<file path="src/rtl/circle_hit_pipe.sv">
// circle_hit_pipe: tests a stream of points against N_CIRCLES programmable
// circles through a 3-stage pipeline (difference, square, compare).
// Optional feature macro: CIRCLE_RING_EN adds a per-circle inner radius so
// that each circle becomes an annulus (ri^2 <= d^2 < r^2).
//
// Handshake: in_valid qualifies x/y on the rising edge and there is no
// backpressure. out_valid pulses for exactly one cycle per accepted sample,
// 3 cycles after capture and in input order. in_circle/any_hit change only
// when out_valid is high and hold their value otherwise.
module circle_hit_pipe #(
  parameter int W         = 10,
  parameter int N_CIRCLES = 4,
  parameter int DEF_CX    = 320,
  parameter int DEF_CY    = 240,
  parameter int DEF_R     = 64
) (
  input  logic                 clk,
  input  logic                 reset,
  input  logic [W-1:0]         x,
  input  logic [W-1:0]         y,
  input  logic                 in_valid,
  input  logic                 cfg_we,
  input  logic [3:0]           cfg_idx,
  input  logic [W-1:0]         cfg_cx,
  input  logic [W-1:0]         cfg_cy,
  input  logic [W-1:0]         cfg_r,
`ifdef CIRCLE_RING_EN
  input  logic [W-1:0]         cfg_ri,
`endif
  output logic                 out_valid,
  output logic [N_CIRCLES-1:0] in_circle,
  output logic                 any_hit
);

  localparam int PW = 2*W + 2;  // squared-term width
  localparam int DW = 2*W + 3;  // sum-of-squares width, cannot overflow
  localparam logic [W-1:0] L_DEF_CX = W'(DEF_CX);
  localparam logic [W-1:0] L_DEF_CY = W'(DEF_CY);
  localparam logic [W-1:0] L_DEF_R  = W'(DEF_R);

  // Configuration registers
  logic [W-1:0] r_cx [N_CIRCLES];
  logic [W-1:0] r_cy [N_CIRCLES];
  logic [W-1:0] r_r  [N_CIRCLES];

  // Stage 1: signed differences (two's complement, W+1 bits)
  logic         r_s1_valid;
  logic [W:0]   r_s1_dx [N_CIRCLES];
  logic [W:0]   r_s1_dy [N_CIRCLES];
  logic [W-1:0] r_s1_r  [N_CIRCLES];
  logic [W:0]   w_dx    [N_CIRCLES];
  logic [W:0]   w_dy    [N_CIRCLES];

  // Stage 2: squares
  logic          r_s2_valid;
  logic [PW-1:0] r_s2_dx2 [N_CIRCLES];
  logic [PW-1:0] r_s2_dy2 [N_CIRCLES];
  logic [PW-1:0] r_s2_r2  [N_CIRCLES];
  logic [PW-1:0] w_dx2    [N_CIRCLES];
  logic [PW-1:0] w_dy2    [N_CIRCLES];
  logic [PW-1:0] w_r2     [N_CIRCLES];

  // Stage 3: compare and output registers
  logic [DW-1:0]        w_d2 [N_CIRCLES];
  logic [N_CIRCLES-1:0] w_hit;
  logic                 r_out_valid;
  logic [N_CIRCLES-1:0] r_in_circle;
  logic                 r_any_hit;

`ifdef CIRCLE_RING_EN
  logic [W-1:0]  r_ri     [N_CIRCLES];
  logic [W-1:0]  r_s1_ri  [N_CIRCLES];
  logic [PW-1:0] r_s2_ri2 [N_CIRCLES];
  logic [PW-1:0] w_ri2    [N_CIRCLES];
`endif

  // Circle parameter storage; out-of-range indices match no entry and are dropped
  always_ff @(posedge clk or posedge reset) begin
    if (reset) begin
      for (int i = 0; i < N_CIRCLES; i++) begin
        r_cx[i] <= L_DEF_CX;
        r_cy[i] <= L_DEF_CY;
        r_r[i]  <= L_DEF_R;
`ifdef CIRCLE_RING_EN
        r_ri[i] <= '0;
`endif
      end
    end else if (cfg_we) begin
      for (int i = 0; i < N_CIRCLES; i++) begin
        if (cfg_idx == 4'(i)) begin
          r_cx[i] <= cfg_cx;
          r_cy[i] <= cfg_cy;
          r_r[i]  <= cfg_r;
`ifdef CIRCLE_RING_EN
          r_ri[i] <= cfg_ri;
`endif
        end
      end
    end
  end

  // Stage 1 differences; zero-extend then subtract gives a signed W+1 result
  always_comb begin
    for (int i = 0; i < N_CIRCLES; i++) begin
      w_dx[i] = {1'b0, x} - {1'b0, r_cx[i]};
      w_dy[i] = {1'b0, y} - {1'b0, r_cy[i]};
    end
  end

  // Stage 1 register: captures differences and the current radius on a valid sample
  always_ff @(posedge clk or posedge reset) begin
    if (reset) begin
      r_s1_valid <= 1'b0;
      for (int i = 0; i < N_CIRCLES; i++) begin
        r_s1_dx[i] <= '0;
        r_s1_dy[i] <= '0;
        r_s1_r[i]  <= '0;
`ifdef CIRCLE_RING_EN
        r_s1_ri[i] <= '0;
`endif
      end
    end else begin
      r_s1_valid <= in_valid;
      if (in_valid) begin
        for (int i = 0; i < N_CIRCLES; i++) begin
          r_s1_dx[i] <= w_dx[i];
          r_s1_dy[i] <= w_dy[i];
          r_s1_r[i]  <= r_r[i];
`ifdef CIRCLE_RING_EN
          r_s1_ri[i] <= r_ri[i];
`endif
        end
      end
    end
  end

  // Stage 2 squares; sign-extending to PW bits makes the truncated product exact
  always_comb begin
    for (int i = 0; i < N_CIRCLES; i++) begin
      w_dx2[i] = {{(W+1){r_s1_dx[i][W]}}, r_s1_dx[i]} * {{(W+1){r_s1_dx[i][W]}}, r_s1_dx[i]};
      w_dy2[i] = {{(W+1){r_s1_dy[i][W]}}, r_s1_dy[i]} * {{(W+1){r_s1_dy[i][W]}}, r_s1_dy[i]};
      w_r2[i]  = {{(W+2){1'b0}}, r_s1_r[i]} * {{(W+2){1'b0}}, r_s1_r[i]};
`ifdef CIRCLE_RING_EN
      w_ri2[i] = {{(W+2){1'b0}}, r_s1_ri[i]} * {{(W+2){1'b0}}, r_s1_ri[i]};
`endif
    end
  end

  // Stage 2 register
  always_ff @(posedge clk or posedge reset) begin
    if (reset) begin
      r_s2_valid <= 1'b0;
      for (int i = 0; i < N_CIRCLES; i++) begin
        r_s2_dx2[i] <= '0;
        r_s2_dy2[i] <= '0;
        r_s2_r2[i]  <= '0;
`ifdef CIRCLE_RING_EN
        r_s2_ri2[i] <= '0;
`endif
      end
    end else begin
      r_s2_valid <= r_s1_valid;
      if (r_s1_valid) begin
        for (int i = 0; i < N_CIRCLES; i++) begin
          r_s2_dx2[i] <= w_dx2[i];
          r_s2_dy2[i] <= w_dy2[i];
          r_s2_r2[i]  <= w_r2[i];
`ifdef CIRCLE_RING_EN
          r_s2_ri2[i] <= w_ri2[i];
`endif
        end
      end
    end
  end

  // Stage 3 compare; strict '<' keeps the rim outside and makes r=0 never hit
  always_comb begin
    w_hit = '0;
    for (int i = 0; i < N_CIRCLES; i++) begin
      w_d2[i] = {1'b0, r_s2_dx2[i]} + {1'b0, r_s2_dy2[i]};
`ifdef CIRCLE_RING_EN
      w_hit[i] = (w_d2[i] < {1'b0, r_s2_r2[i]}) && (w_d2[i] >= {1'b0, r_s2_ri2[i]});
`else
      w_hit[i] = (w_d2[i] < {1'b0, r_s2_r2[i]});
`endif
    end
  end

  // Output register: flags load only with a valid result, otherwise hold
  always_ff @(posedge clk or posedge reset) begin
    if (reset) begin
      r_out_valid <= 1'b0;
      r_in_circle <= '0;
      r_any_hit   <= 1'b0;
    end else begin
      r_out_valid <= r_s2_valid;
      if (r_s2_valid) begin
        r_in_circle <= w_hit;
        r_any_hit   <= |w_hit;
      end
    end
  end

  assign out_valid = r_out_valid;
  assign in_circle = r_in_circle;
  assign any_hit   = r_any_hit;

endmodule

</file>
<file path="config.mk">
export PLATFORM = sky130hd
export DESIGN_NAME = circle_hit_pipe
export DESIGN_NICKNAME = d
export VERILOG_FILES = /design/src/rtl/circle_hit_pipe.sv
export SDC_FILE = /design/constraint.sdc
export NUM_CORES = 2
export LEC_CHECK = 0
export CAP_MARGIN = 10
export CELL_PAD_IN_SITES_DETAIL_PLACEMENT = 1
export CELL_PAD_IN_SITES_GLOBAL_PLACEMENT = 2
export CORE_UTILIZATION = 30
export CTS_CLUSTER_DIAMETER = 120
export DETAILED_ROUTE_END_ITERATION = 10
export PLACE_DENSITY_LB_ADDON = 0.1
export SLEW_MARGIN = 30
export SYNTH_ARGS = -nofsm -noshare
export SYNTH_HDL_FRONTEND = slang
export SYNTH_SLANG_ARGS = --single-unit
</file>
<file path="constraint.sdc">
create_clock -name clk -period 31.3 [get_ports clk]
set_input_delay 3.13 -clock clk [delete_from_list [all_inputs] [get_ports clk]]
set_output_delay 3.13 -clock clk [all_outputs]
set_load 0.02 [all_outputs]
</file>
# Yosys cells after proc, flatten, opt, wreduce, memory -nomap -nowiden
# Cells that the tools add are included.
# classes
eq_ne	3
n_addsub	12
n_lt_le_gt_ge	4
n_reduce_logical	6
n_mul	12
# op_table
op	n
$mul 11x11->22	8
$add 22x22->23	4
$lt 23x20->1	4
$sub 10x10->11	8
$mul 10x10->20	4
$eq 4x2->1 const B	2
$reduce_and 2->1	4
$eq 4x1->1 const B	1
$logic_not 4->1	1
$reduce_or 4->1	1
# totals
output_inout_bits	6
wordCells	78
input_bits	58
regBits	512

# Longest topological paths before layout
# depth
depth_word	3
ltp_mapped	23

# Least setup slack after synthesis
# OpenSTA, ideal clock, no wires.
# synth_timing
path_kind	reg2reg
from	register r_s1_dy[43] (netlist bit)
to	register r_s2_dy2[87] (netlist bit)
path_stages_with_launch	21
path_slack_ns	25.797
n_path_buf	2
t_required_ns	31.163
setup_ns	0.137
arrival_time_ns	5.366
period_less_slack_ns	5.503
cell_sequence	dfrtp_1 clkbuf_1 clkbuf_1 nand2_1 fa_1 inv_1 fa_1 fa_1 fa_1 inv_1 fa_1 inv_1 ha_1 or3_1 a211oi_1 or3_1 a31oi_1 or4_1 a31oi_1 xnor2_1 a21oi_1
# synth_via
elab_chain_len	1
# synth_lines
element	line_no	text
from (decl)	49	logic [W:0] r_s1_dy [N_CIRCLES];
from (signal, indexed assignment)	127	r_s1_dy[i] <= w_dy[i];
$mul 11x11->22	141	w_dy2[i] = {{(W+1){r_s1_dy[i][W]}}, r_s1_dy[i]} * {{(W+1){r_s1_dy[i][W]}}, r_s1_dy[i]};
to (signal, indexed assignment)	166	r_s2_dy2[i] <= w_dy2[i];
to (decl)	57	logic [PW-1:0] r_s2_dy2 [N_CIRCLES];
# Every way passes these cells.
# A chain may end at the register's enable or synchronous reset.

==> flow_metrics.tcl <==
set metrics [dict create \
    status "finished, final reports clean" \
    hold_ws_ps 483 \
    ys_seq_area_frac 0.181 \
    synth_cell_type_count 74 \
    yosys_most_used_dff "dfrtp_1" \
    rows 176 \
    setup.worst_path.start_class "input pin" \
    synth_edf_count 0 \
    cts.clk_slew.worst_paths_ps 50 \
    wl_mm 190 \
    crit_path_end_kind "async pin" \
    drtAntennaViolNets 0 \
    cap_viol_max_count 0 \
    syn-num-nets 9208 \
    fin_worst_skew_ps 38.3 \
    first_pass_iters 5 \
    cts.path.max_buffers 3 \
    synth.cell_area_mm2 0.0694 \
    via_per_inst 4.67 \
    dieHeight_um 483 \
    clkSinkCount 500 \
    die_w_um 483 \
    hold_path_class "reg2reg" \
    fin_crit_sh 0.202 \
    syn_inst 7352 \
    slew_headroom 0.359 \
    postCtsHoldBufs 0 \
    grt_start_max_net_pins 94 \
    drive_above_1_share 0.0658 \
    yosysTopAreaCell "fa_1" \
    grt_first_pass_wirelength_mm 311 \
    final_area_mm2 0.0759 \
    dieArea_mm2 0.233 \
    setup_viol 0 \
    worstPathArrival_ps 7040 \
    fmax_mhz 159 \
    synth_seq_cells 500 \
    final_hold_viol_count 0 \
    track_usage 0.170 \
    cts_tree "built" \
    drc 0 \
    post_drt_wl_per_cell_um 18.3 \
    dpl.hpwl_mm 156 \
    dpl_cell_area_mm2 0.0732 \
    worst_pin_slew_ps 961 \
    vias 48500 \
    slew_viol_final 0 \
    fp.coreArea_mm2 0.230 \
    insertion_delay_ps 710 \
    async_flop_share 1.00 \
    path_class "in2async" \
    synth.avg_cell_area_um2 9.44 \
    cts_made_buffers 75 \
    timing.setup.tns_ps 0 \
    portBuffers 63 \
    yosys_warnings 0 \
    ys_top_cells_by_area "fa_1, dfrtp_1, ha_1, inv_1, mux2_2" \
    io_pins 64 \
    cp.required_ps 32040 \
    postCtsSetupBuffers 0 \
    rsz0062_at_grt "false" \
    nets 9151 \
    gp_congestion 0.770 \
    grt_overflow 0 \
    first_iter_violations 1582 \
    path_max_fanout 93 \
    area_delta_synth_final_pct 9.41 \
    antenna_found_initial 22 \
    htreeDepth 3 \
    fin_crit_ps 6310 \
    yosysTopAreaCellShare 0.291 \
    grt_pass1_vias 54700 \
    cts-resized-gates 0 \
    cts_root_buf "clkbuf_16" \
    initial_core_util 0.302 \
]
## routing by layer
metal  track usage  share of wire  up-vias
li1              -              -    23200
met1         0.236           0.48    24900
met3        0.0165          0.022      132
met4        0.0337          0.017        8
met5             0        0.00027        -
met2         0.288           0.48      265
## worst paths after layout
check | from | to | slack, ps | cells after the start
max | reset | r_s2_dx2[69]$_DFFE_PP0P_ | 24990 | 6
min | r_r[25]$_DFFE_PP0P_ | r_s1_r[25]$_DFFE_PP0P_ | 480 | 2
max reg2reg | r_s1_dx[35]$_DFFE_PP0P_ | r_s2_dx2[87]$_DFFE_PP0P_ | 25140 | 18
min reg2reg | r_r[25]$_DFFE_PP0P_ | r_s1_r[25]$_DFFE_PP0P_ | 480 | 2
max in group clk | r_s1_dx[35]$_DFFE_PP0P_ | r_s2_dx2[87]$_DFFE_PP0P_ | 25140 | 18
min in group asynchronous | reset | r_s2_dx2[42]$_DFFE_PP0P_ | 3000 | 2
## synth_stat cells (all sizes together) (34+ instances only)
| library cell | n |
|---|---|
| a21boi | 48 |
| mux2 | 231 |
| nor3 | 106 |
| xnor2 | 262 |
| inv | 1559 |
| nor2b | 92 |
| o31ai | 52 |
| dfrtp | 472 |
| o21ai | 300 |
| nand3 | 85 |
| ha | 789 |
| fa | 1009 |
| nand2b | 34 |
| a21o | 81 |
| xor2 | 67 |
| a21oi | 205 |
| nand2 | 639 |
| and3 | 46 |
| nor2 | 326 |
| clkbuf | 200 |
| or3 | 46 |
| and2 | 235 |
| a211oi | 45 |
| a31oi | 35 |
## through the flow
step / setup slack (ps) / cells / utilization
2_1_floorplan: 14260 / 7352 / -
3_3_place_gp: 23590 / 10200 / 0.318
3_5_place_dp: 23440 / 10200 / 0.318
4_1_cts: 24240 / 10400 / 0.330
5_1_grt: 24410 / 10400 / 0.330
6_report: 24990 / 10400 / 0.330
## area by class of cell
type                            count  area, um2
Fill cell                       26300     154000
Multi-Input combinational cell   5064      50100
Sequential cell                   500      12600
Inverter                         1560       5870
Tap cell                         3026       3790
Clock buffer                      100       2130
Timing Repair Buffer               94        865
Clock inverter                     39        556
Antenna cell                        7       17.5
## state kept, by name, summed over array words and instances, names as in the netlist, 4 cells and up
signal and count:
in_circle 4, r_s2_dx2 84, r_r 40, r_s2_r2 76, r_s1_dy 44, r_cx 40
r_cy 40, r_s2_dy2 84, r_s1_r 40, r_s1_dx 44
## logic make-up after synthesis
logic type      after synthesis  synth area share
xor+xnor                    329            0.0415
flops                       500             0.181
simple gates               1725             0.119
compound gates              966            0.0888
mux                         246            0.0397
fa+ha+maj                  1798             0.433
buf+inv                    1788            0.0967
## worst max-delay path, cell delays in order
cell	delay [ps]
clkdlybuf4s50_1	490
inv_8	540
buf_4	770
buf_6	590
buf_4	630
buf_6	620
## layout by cell type (no fill, tap or decap), types with 12 or more instances in the layout
cell | synthesis | layout
a2111oi_0 | 12 | 12
a211oi_1 | 45 | 45
a21boi_0 | 48 | 48
a21o_1 | 81 | 81
a21oi_1 | 204 | 204
a31o_2 | 22 | 22
a31oi_1 | 35 | 35
and2_1 | 235 | 235
and3_1 | 46 | 46
buf_4 | 0 | 28
clkbuf_16 | 0 | 75
clkbuf_8 | 0 | 16
clkdlybuf4s50_1 | 0 | 58
clkinv_2 | 0 | 13
dfrtp_1 | 472 | 471
dfstp_2 | 28 | 28
fa_1 | 1009 | 1009
ha_1 | 789 | 789
inv_1 | 1559 | 1556
mux2_2 | 231 | 231
mux2i_1 | 15 | 15
nand2_1 | 639 | 638
nand2b_1 | 34 | 34
nand3_1 | 85 | 85
nand3b_1 | 31 | 31
nand4_1 | 23 | 23
nor2_1 | 326 | 326
nor2b_1 | 92 | 92
nor3_1 | 106 | 105
o211ai_1 | 19 | 19
o21a_1 | 29 | 29
o21ai_0 | 299 | 299
o21bai_1 | 19 | 19
o31ai_1 | 52 | 52
or2_2 | 18 | 18
or3_1 | 46 | 46
or4_1 | 13 | 13
xnor2_1 | 262 | 262
xor2_1 | 67 | 67
Power is not shown: default switching activity piles up to over one toggle a cycle in this logic, so the estimate is an artifact.
